[config.mk]
export PLATFORM = sky130hd
export DESIGN_NAME = input_conditioner
export DESIGN_NICKNAME = d
export VERILOG_FILES = /design/src/rtl/input_cond_pkg.sv /design/src/rtl/input_cond_channel.sv /design/src/rtl/input_conditioner.sv
export SDC_FILE = /design/constraint.sdc
export NUM_CORES = 2
export LEC_CHECK = 0
export BUFFER_PORTS_ARGS = -buffer_cell sky130_fd_sc_hd__buf_2
export CAP_MARGIN = 20
export CORE_ASPECT_RATIO = 0.7
export CORE_UTILIZATION = 53
export CTS_BUF_LIST = sky130_fd_sc_hd__clkbuf_8 sky130_fd_sc_hd__clkbuf_16
export DETAILED_ROUTE_END_ITERATION = 16
export GPL_TIMING_DRIVEN = 1
export PLACE_DENSITY_LB_ADDON = 0.2
export REMOVE_ABC_BUFFERS = 1
export SLEW_MARGIN = 15
export SYNTH_ARGS = -nofsm -noshare
export SYNTH_HDL_FRONTEND = slang
export SYNTH_SLANG_ARGS = --single-unit
[constraint.sdc]
create_clock -name g_clk -period 5.61 [get_ports g_clk]
set_input_delay 0.2805 -clock g_clk [delete_from_list [all_inputs] [get_ports g_clk]]
set_output_delay 0.2805 -clock g_clk [all_outputs]
set_load 0.1 [all_outputs]
[src/rtl/input_cond_pkg.sv]
// -----------------------------------------------------------------------------
// input_cond_pkg
//   Shared types and helpers for the input conditioner.
//   - ic_state_e : per-channel press-tracking state (idle / pressed / held).
//   - cnt_width  : bits needed for a counter that must hold values 0..max.
// -----------------------------------------------------------------------------
package input_cond_pkg;

  typedef enum logic [1:0] {
    IC_IDLE    = 2'd0,
    IC_PRESSED = 2'd1,
    IC_HELD    = 2'd2
  } ic_state_e;

  // Width of a counter that must represent every value from 0 up to max.
  function automatic int cnt_width(input int max);
    return $clog2(max + 1);
  endfunction

endpackage

[src/rtl/input_cond_channel.sv]
// -----------------------------------------------------------------------------
// input_cond_channel
//   One conditioned input: synchroniser chain, instant-response lockout
//   debounce, registered edge pulses and a long-press / auto-repeat tracker.
//
//   Ports
//     g_clk        : clock
//     g_nrst       : synchronous active-low reset
//     ena          : channel enable; when low, all state except the
//                    synchroniser freezes and every pulse is held at 0
//     sig_in       : raw asynchronous input
//     repeat_en    : allows repeat_pulse while long-pressed
//     sig_stable   : debounced level
//     rise_pulse   : one cycle, first cycle sig_stable shows a new 1
//     fall_pulse   : one cycle, first cycle sig_stable shows a new 0
//     long_press   : level, high while held past LONG_PRESS_CYCLES
//     repeat_pulse : one cycle on entering HELD, then every REPEAT_CYCLES
// -----------------------------------------------------------------------------
module input_cond_channel
  import input_cond_pkg::*;
#(
  parameter int SYNC_STAGES       = 2,
  parameter int DEBOUNCE_CYCLES   = 20_000,
  parameter int LONG_PRESS_CYCLES = 100_000_000,
  parameter int REPEAT_CYCLES     = 20_000_000
) (
  input  logic g_clk,
  input  logic g_nrst,
  input  logic ena,
  input  logic sig_in,
  input  logic repeat_en,
  output logic sig_stable,
  output logic rise_pulse,
  output logic fall_pulse,
  output logic long_press,
  output logic repeat_pulse
);

  localparam int LOCK_W = cnt_width(DEBOUNCE_CYCLES);
  localparam int HOLD_W = cnt_width(LONG_PRESS_CYCLES);
  localparam int REP_W  = cnt_width(REPEAT_CYCLES);

  localparam logic [LOCK_W-1:0] LOCK_ZERO = '0;
  localparam logic [LOCK_W-1:0] LOCK_ONE  = LOCK_W'(1'b1);
  localparam logic [LOCK_W-1:0] LOCK_LOAD = LOCK_W'(DEBOUNCE_CYCLES);

  localparam logic [HOLD_W-1:0] HOLD_ZERO = '0;
  localparam logic [HOLD_W-1:0] HOLD_ONE  = HOLD_W'(1'b1);
  // The counter is cleared in the edge that enters PRESSED, so the hold
  // ends one count early to land long_press exactly LONG_PRESS_CYCLES later.
  localparam logic [HOLD_W-1:0] HOLD_LAST = HOLD_W'(LONG_PRESS_CYCLES - 1);

  localparam logic [REP_W-1:0]  REP_ZERO  = '0;
  localparam logic [REP_W-1:0]  REP_ONE   = REP_W'(1'b1);
  localparam logic [REP_W-1:0]  REP_LAST  = REP_W'(REPEAT_CYCLES - 1);

  logic [SYNC_STAGES-1:0] sync_d,   sync_q;
  logic                   stable_d, stable_q;
  logic [LOCK_W-1:0]      lock_d,   lock_q;
  logic                   rise_d,   rise_q;
  logic                   fall_d,   fall_q;
  ic_state_e              state_d,  state_q;
  logic [HOLD_W-1:0]      hold_d,   hold_q;
  logic [REP_W-1:0]       rep_d,    rep_q;
  logic                   long_d,   long_q;
  logic                   rpt_d,    rpt_q;

  logic                   sync_out_s;

  assign sync_out_s = sync_q[SYNC_STAGES-1];

  // Next-state logic: synchroniser shift, debounce, edge pulses and press FSM.
  always_comb begin
    // The synchroniser keeps sampling even while the channel is disabled.
    sync_d   = {sync_q[SYNC_STAGES-2:0], sig_in};
    stable_d = stable_q;
    lock_d   = lock_q;
    rise_d   = 1'b0;
    fall_d   = 1'b0;
    state_d  = state_q;
    hold_d   = hold_q;
    rep_d    = rep_q;
    long_d   = long_q;
    rpt_d    = 1'b0;

    if (ena) begin
      // Lockout debounce: the first differing sample is taken at once, then
      // the input is ignored until the lockout window has drained.
      if (lock_q == LOCK_ZERO) begin
        if (sync_out_s != stable_q) begin
          stable_d = sync_out_s;
          lock_d   = LOCK_LOAD;
          rise_d   = sync_out_s;
          fall_d   = ~sync_out_s;
        end else begin
          stable_d = stable_q;
        end
      end else begin
        lock_d = lock_q - LOCK_ONE;
      end

      // The FSM reacts to the debounce decision of this same edge so that
      // PRESSED/IDLE line up with the first cycle of the new stable level.
      case (state_q)
        IC_IDLE: begin
          if (rise_d) begin
            state_d = IC_PRESSED;
            hold_d  = HOLD_ZERO;
          end else begin
            state_d = IC_IDLE;
          end
        end
        IC_PRESSED: begin
          if (fall_d) begin
            state_d = IC_IDLE;
            long_d  = 1'b0;
          end else if (hold_q == HOLD_LAST) begin
            state_d = IC_HELD;
            long_d  = 1'b1;
            rep_d   = REP_ZERO;
            rpt_d   = repeat_en;
          end else begin
            hold_d  = hold_q + HOLD_ONE;
          end
        end
        IC_HELD: begin
          // A release wins over a due repeat so no pulse escapes with the fall.
          if (fall_d) begin
            state_d = IC_IDLE;
            long_d  = 1'b0;
          end else if (rep_q == REP_LAST) begin
            rep_d   = REP_ZERO;
            rpt_d   = repeat_en;
          end else begin
            rep_d   = rep_q + REP_ONE;
          end
        end
        default: begin
          state_d = IC_IDLE;
          long_d  = 1'b0;
        end
      endcase
    end else begin
      // Disabled: everything holds, pulses stay at their 0 defaults.
      stable_d = stable_q;
    end
  end

  // State register with synchronous active-low reset.
  always_ff @(posedge g_clk) begin
    if (!g_nrst) begin
      sync_q   <= '0;
      stable_q <= 1'b0;
      lock_q   <= LOCK_ZERO;
      rise_q   <= 1'b0;
      fall_q   <= 1'b0;
      state_q  <= IC_IDLE;
      hold_q   <= HOLD_ZERO;
      rep_q    <= REP_ZERO;
      long_q   <= 1'b0;
      rpt_q    <= 1'b0;
    end else begin
      sync_q   <= sync_d;
      stable_q <= stable_d;
      lock_q   <= lock_d;
      rise_q   <= rise_d;
      fall_q   <= fall_d;
      state_q  <= state_d;
      hold_q   <= hold_d;
      rep_q    <= rep_d;
      long_q   <= long_d;
      rpt_q    <= rpt_d;
    end
  end

  assign sig_stable   = stable_q;
  assign rise_pulse   = rise_q;
  assign fall_pulse   = fall_q;
  assign long_press   = long_q;
  assign repeat_pulse = rpt_q;

endmodule

[src/rtl/input_conditioner.sv]
// -----------------------------------------------------------------------------
// input_conditioner
//   Multi-channel front end for raw board inputs. Each channel is an
//   independent input_cond_channel; this level only replicates them and
//   rejects illegal parameter sets at elaboration.
//
//   Ports (all vectors NUM_CHANNELS wide, bit i belongs to channel i)
//     g_clk        : single clock
//     g_nrst       : synchronous active-low reset
//     ena          : per-channel enable
//     sig_in       : raw asynchronous inputs
//     repeat_en    : per-channel auto-repeat enable
//     sig_stable   : debounced levels
//     rise_pulse   : accepted 0->1 transitions (one cycle)
//     fall_pulse   : accepted 1->0 transitions (one cycle)
//     long_press   : held past LONG_PRESS_CYCLES
//     repeat_pulse : auto-repeat pulses while long-pressed
// -----------------------------------------------------------------------------
module input_conditioner
  import input_cond_pkg::*;
#(
  parameter int NUM_CHANNELS      = 8,
  parameter int SYNC_STAGES       = 2,
  parameter int DEBOUNCE_CYCLES   = 20_000,
  parameter int LONG_PRESS_CYCLES = 100_000_000,
  parameter int REPEAT_CYCLES     = 20_000_000
) (
  input  logic                    g_clk,
  input  logic                    g_nrst,
  input  logic [NUM_CHANNELS-1:0] ena,
  input  logic [NUM_CHANNELS-1:0] sig_in,
  input  logic [NUM_CHANNELS-1:0] repeat_en,
  output logic [NUM_CHANNELS-1:0] sig_stable,
  output logic [NUM_CHANNELS-1:0] rise_pulse,
  output logic [NUM_CHANNELS-1:0] fall_pulse,
  output logic [NUM_CHANNELS-1:0] long_press,
  output logic [NUM_CHANNELS-1:0] repeat_pulse
);

  // Parameter legality; only an illegal set elaborates these branches.
  if (NUM_CHANNELS < 1) begin : g_bad_channels
    $error("input_conditioner: NUM_CHANNELS must be >= 1");
  end
  if (SYNC_STAGES < 2) begin : g_bad_sync
    $error("input_conditioner: SYNC_STAGES must be >= 2");
  end
  if (DEBOUNCE_CYCLES < 1) begin : g_bad_debounce
    $error("input_conditioner: DEBOUNCE_CYCLES must be >= 1");
  end
  if (LONG_PRESS_CYCLES <= DEBOUNCE_CYCLES) begin : g_bad_long
    $error("input_conditioner: LONG_PRESS_CYCLES must exceed DEBOUNCE_CYCLES");
  end
  if (REPEAT_CYCLES < 1) begin : g_bad_repeat
    $error("input_conditioner: REPEAT_CYCLES must be >= 1");
  end

  for (genvar i = 0; i < NUM_CHANNELS; i++) begin : g_ch
    input_cond_channel #(
      .SYNC_STAGES      (SYNC_STAGES),
      .DEBOUNCE_CYCLES  (DEBOUNCE_CYCLES),
      .LONG_PRESS_CYCLES(LONG_PRESS_CYCLES),
      .REPEAT_CYCLES    (REPEAT_CYCLES)
    ) u_ch (
      .g_clk       (g_clk),
      .g_nrst      (g_nrst),
      .ena         (ena[i]),
      .sig_in      (sig_in[i]),
      .repeat_en   (repeat_en[i]),
      .sig_stable  (sig_stable[i]),
      .rise_pulse  (rise_pulse[i]),
      .fall_pulse  (fall_pulse[i]),
      .long_press  (long_press[i]),
      .repeat_pulse(repeat_pulse[i])
    );
  end

endmodule

==> impl_results.md <==
- Status: finished clean
- Clk slew on worst S/H paths: 0.07 ns
- # clock sinks: 608
- Max-cap viol count: 0
- Total routed wirelength: 77.99 mm
- Sum Neg Setup Slack: 0 ns
- Most common cell after layout, fill and taps aside: dfxtp_1
- Switch share: 0.3123
- Overall power: 12.49 mW
- Largest net degree at the start of global routing: 87
- CP Cell Sequence: inv_1, ha_1, or4b_2, nor4_1, clkbuf_2, a21oi_1, o21ai_1, o21ai_1, a21oi_1
- Max incr delay on CP: 0.80 ns
- Worst Setup Start Kind: flip-flop
- DRC: 0
- H-tree Lvls: 2
- Sequential fraction of design power: 0.404
- Area share of the largest cell type after synthesis: 0.3726
- Area delta synth->final: 9.506%
- Slew @ Worst Pin: 1.074 ns
- Peak VDD IR: 0.0003083 V
- Final setup viols: 0
- Yosys reg bits: 608
- Pint: 8.587 mW
- CTS max path bufs: 3
- Total number of vias: 30390
- Rel. slew slack: 0.2775
- Synthesized netlist cell count: 4145
- Ys Warns: 0
- Die area: 62650 sq um
- Syn Std Cell Area: 32670 sq um
- All-Layer GR Usage: 0.2422
- Share of cells above drive strength 1: 0.07729
- Fin crit share: 0.6575
- Crit path kind: flip-flop to flip-flop
- Post-synth top flop: dfxtp_1
- Most frequent cells in the layout: 608 x dfxtp_1, 441 x nand2_1, 367 x nor2_1
- DRT antenna net count: 0
- Asr flop ratio synth: 0
- Clk pwr share: 0.366
- CTS root buf: clkbuf_16
- Setup crit end kind: flip-flop
- Initial antenna violation count: 0
- Clock skew: 0.01311 ns
- Starting density of the core: 0.5406
- Gr ovfl total: 0
- Synth top area cells: dfxtp_1 37%, nand2_1 5.1%, a21oi_1 4.4%
- Core area: 60430 sq um
- Net switching power figure: 3.899 mW
- LEAKAGE: 11.83 nW
- EDFF count, synth: 0
- # rows: 75
- Hold EP: g_ch[5].u_ch.fall_pulse
- Comb pwr share: 0.230
- Wire per inst: 15.76 microns
- Critical path peak fanout: 15
- Fin nets: 4188
- PwrDens: 349.0 nW/um^2
- CTS tree: done
- Hold-fix buffers, CTS: 18
- HP Class: input pin to flip-flop
- Worst hold stages: 3
- Vias in the first global route: 26820
- Worst EP arrival: 4.23 ns
- Final hold violation count: 0
- Port Buffer Count: 65
- Max Slew Vio Count: 0
- Highest clock rate: 271.1 MHz
- Setup slack, reg-to-reg: 1.92 ns
- Synth cell types: 82
- RSZ-0062 raised after global routing: false
- Post_cts resized: 0
- DP HPWL: 51.22 mm
- Die height: 209.7 microns
- First-pass GRT wire length: 133.0 mm
- Reg2reg start: g_ch[4].u_ch.lock_q[0]
- RePlAce Congestion: 0.8644
- Worst path slowest cell: o21ai_1
- Post-Syn Area per Cell: 7.881 sq um
- Setup bufs post-CTS: 0
- R2R Path End: g_ch[4].u_ch.rep_q[21]
- Leading area contributor after synthesis: dfxtp_1
- DR pass1 iterations: 6
- Crit path required time: 6.15 ns
- Initial DRC count: 2732
- Register area share after synthesis: 0.3726
- R2R depth: 9
- Period minus WS final: 3.689 ns
- Worst min-delay path startpoint: ena[5]
- Cts bufs inserted: 60
- Antenna Cells: 0
- Worst-Skew Late Latency: 0.63 ns
- Io pins: 66
- Die width: 298.7 microns
- Vias per cell: 6.141
- FILL cells: 5489
==> power groups by stage <==
stage	clock network [mW]	registers (mW)	logic, mW
after detailed placement	0	5.13	2.81
after global placement	0	5.12	2.76
after CTS	4.67	5.04	2.84
final	4.57	5.05	2.87
after floorplan	0	5.07	2.20
after global routing	4.85	5.11	3.25
==> state kept, by name, summed over array words and instances, names as in the netlist <==
| register | cells |
|---|---|
| g_ch.u_ch.fall_pulse | 8 |
| g_ch.u_ch.rise_pulse | 8 |
| g_ch.u_ch.long_press | 8 |
| g_ch.u_ch.sig_stable | 8 |
| g_ch.u_ch.lock_q | 120 |
| g_ch.u_ch.state_q | 16 |
| g_ch.u_ch.sync_q | 16 |
| g_ch.u_ch.rep_q | 200 |
| g_ch.u_ch.hold_q | 216 |
| g_ch.u_ch.repeat_pulse | 8 |
==> critical path, delay by kind of cell (launching register included) <==
family / cells / cell delay [ns]
AO/OA/AOI/OAI: 4 / 1.65
buffers and inverters: 2 / 0.35
AND/OR/NAND/NOR: 2 / 1.11
flip-flops: 1 / 0.34
adder cells (fa/ha/maj): 1 / 0.15
==> logic make-up (layout without fill, tap and decap cells) <==
kind of cell | count (synthesis) | after routing | share of synthesized area
adder cells (fa/ha/maj) | 72 | 72 | 0.02758
multiplexers | 31 | 31 | 0.009767
AO/OA/AOI/OAI | 1082 | 1082 | 0.2161
flip-flops | 608 | 608 | 0.3726
buffers and inverters | 375 | 370 | 0.04799
XOR/XNOR | 96 | 96 | 0.02574
AND/OR/NAND/NOR | 1881 | 1881 | 0.3003
==> routing by layer <==
layer / GRT usage / routed length [microns]
met5: 0 / 0
met4: 0.05278 / 1064
met3: 0.03116 / 4455
met2: 0.3427 / 31650
met1: 0.3838 / 40820
==> worst max path at each step <==
stage / start / to / slack (ns) / cells after the start
floorplan: g_nrst / g_ch[4].u_ch.hold_q[14] / 0.18 / 6
global placement: g_ch[4].u_ch.lock_q[0] / g_ch[4].u_ch.rep_q[19] / 1.67 / 8
detailed placement: g_ch[4].u_ch.lock_q[0] / g_ch[4].u_ch.rep_q[21] / 1.56 / 8
CTS: g_ch[4].u_ch.lock_q[0] / g_ch[4].u_ch.rep_q[21] / 1.52 / 8
global route: g_ch[4].u_ch.lock_q[0] / g_ch[4].u_ch.rep_q[21] / 1.64 / 9
finish: g_ch[4].u_ch.lock_q[0] / g_ch[4].u_ch.rep_q[21] / 1.92 / 9
==> layout make-up <==
class | count | area [sq um] | area share
Clock buffer | 70 | 1650 | 0.04613
Clock inverter | 42 | 601.8 | 0.01682
Inverter | 134 | 510.5 | 0.01427
Multi-Input combinational cell | 3162 | 19010 | 0.5314
Sequential cell | 608 | 12170 | 0.3402
Tap cell | 808 | 1011 | 0.02826
Timing Repair Buffer | 124 | 817.0 | 0.02284
==> synth_stat cells, types with 40 or more instances <==
cell	number
a21oi_1	287
dfxtp_1	608
o31ai_1	76
a31oi_1	110
or4_1	63
nor4_1	95
nand3_1	206
and4_1	40
nand4_1	133
nor2_1	367
xor2_1	40
o211ai_1	64
o21ai_0	220
or3_1	98
xnor2_1	56
buf_4	40
inv_1	134
and2_1	65
nor3_1	113
and3_1	76
nand2_1	441
ha_1	72
clkbuf_1	194
==> through the flow <==
| step | cells | hold WS (ns) | util | area, sq um | setup slack [ns] |
|---|---|---|---|---|---|
| after CTS | 4943 | 0.0009919 | 0.5910 | 35720 | 1.515 |
| after floorplan | 3904 | 0.3966 | - | 31600 | 0.1774 |
| after global routing | 4948 | 0.02258 | 0.5919 | 35770 | 1.640 |
| after detailed placement | 4813 | 0.4169 | 0.5508 | 33280 | 1.559 |
| after global placement | 4813 | 0.4133 | 0.5508 | 33280 | 1.669 |
| final | 4948 | 0.04067 | 0.5919 | 35770 | 1.921 |
Note: power is estimated with default switching activity, not from simulation.
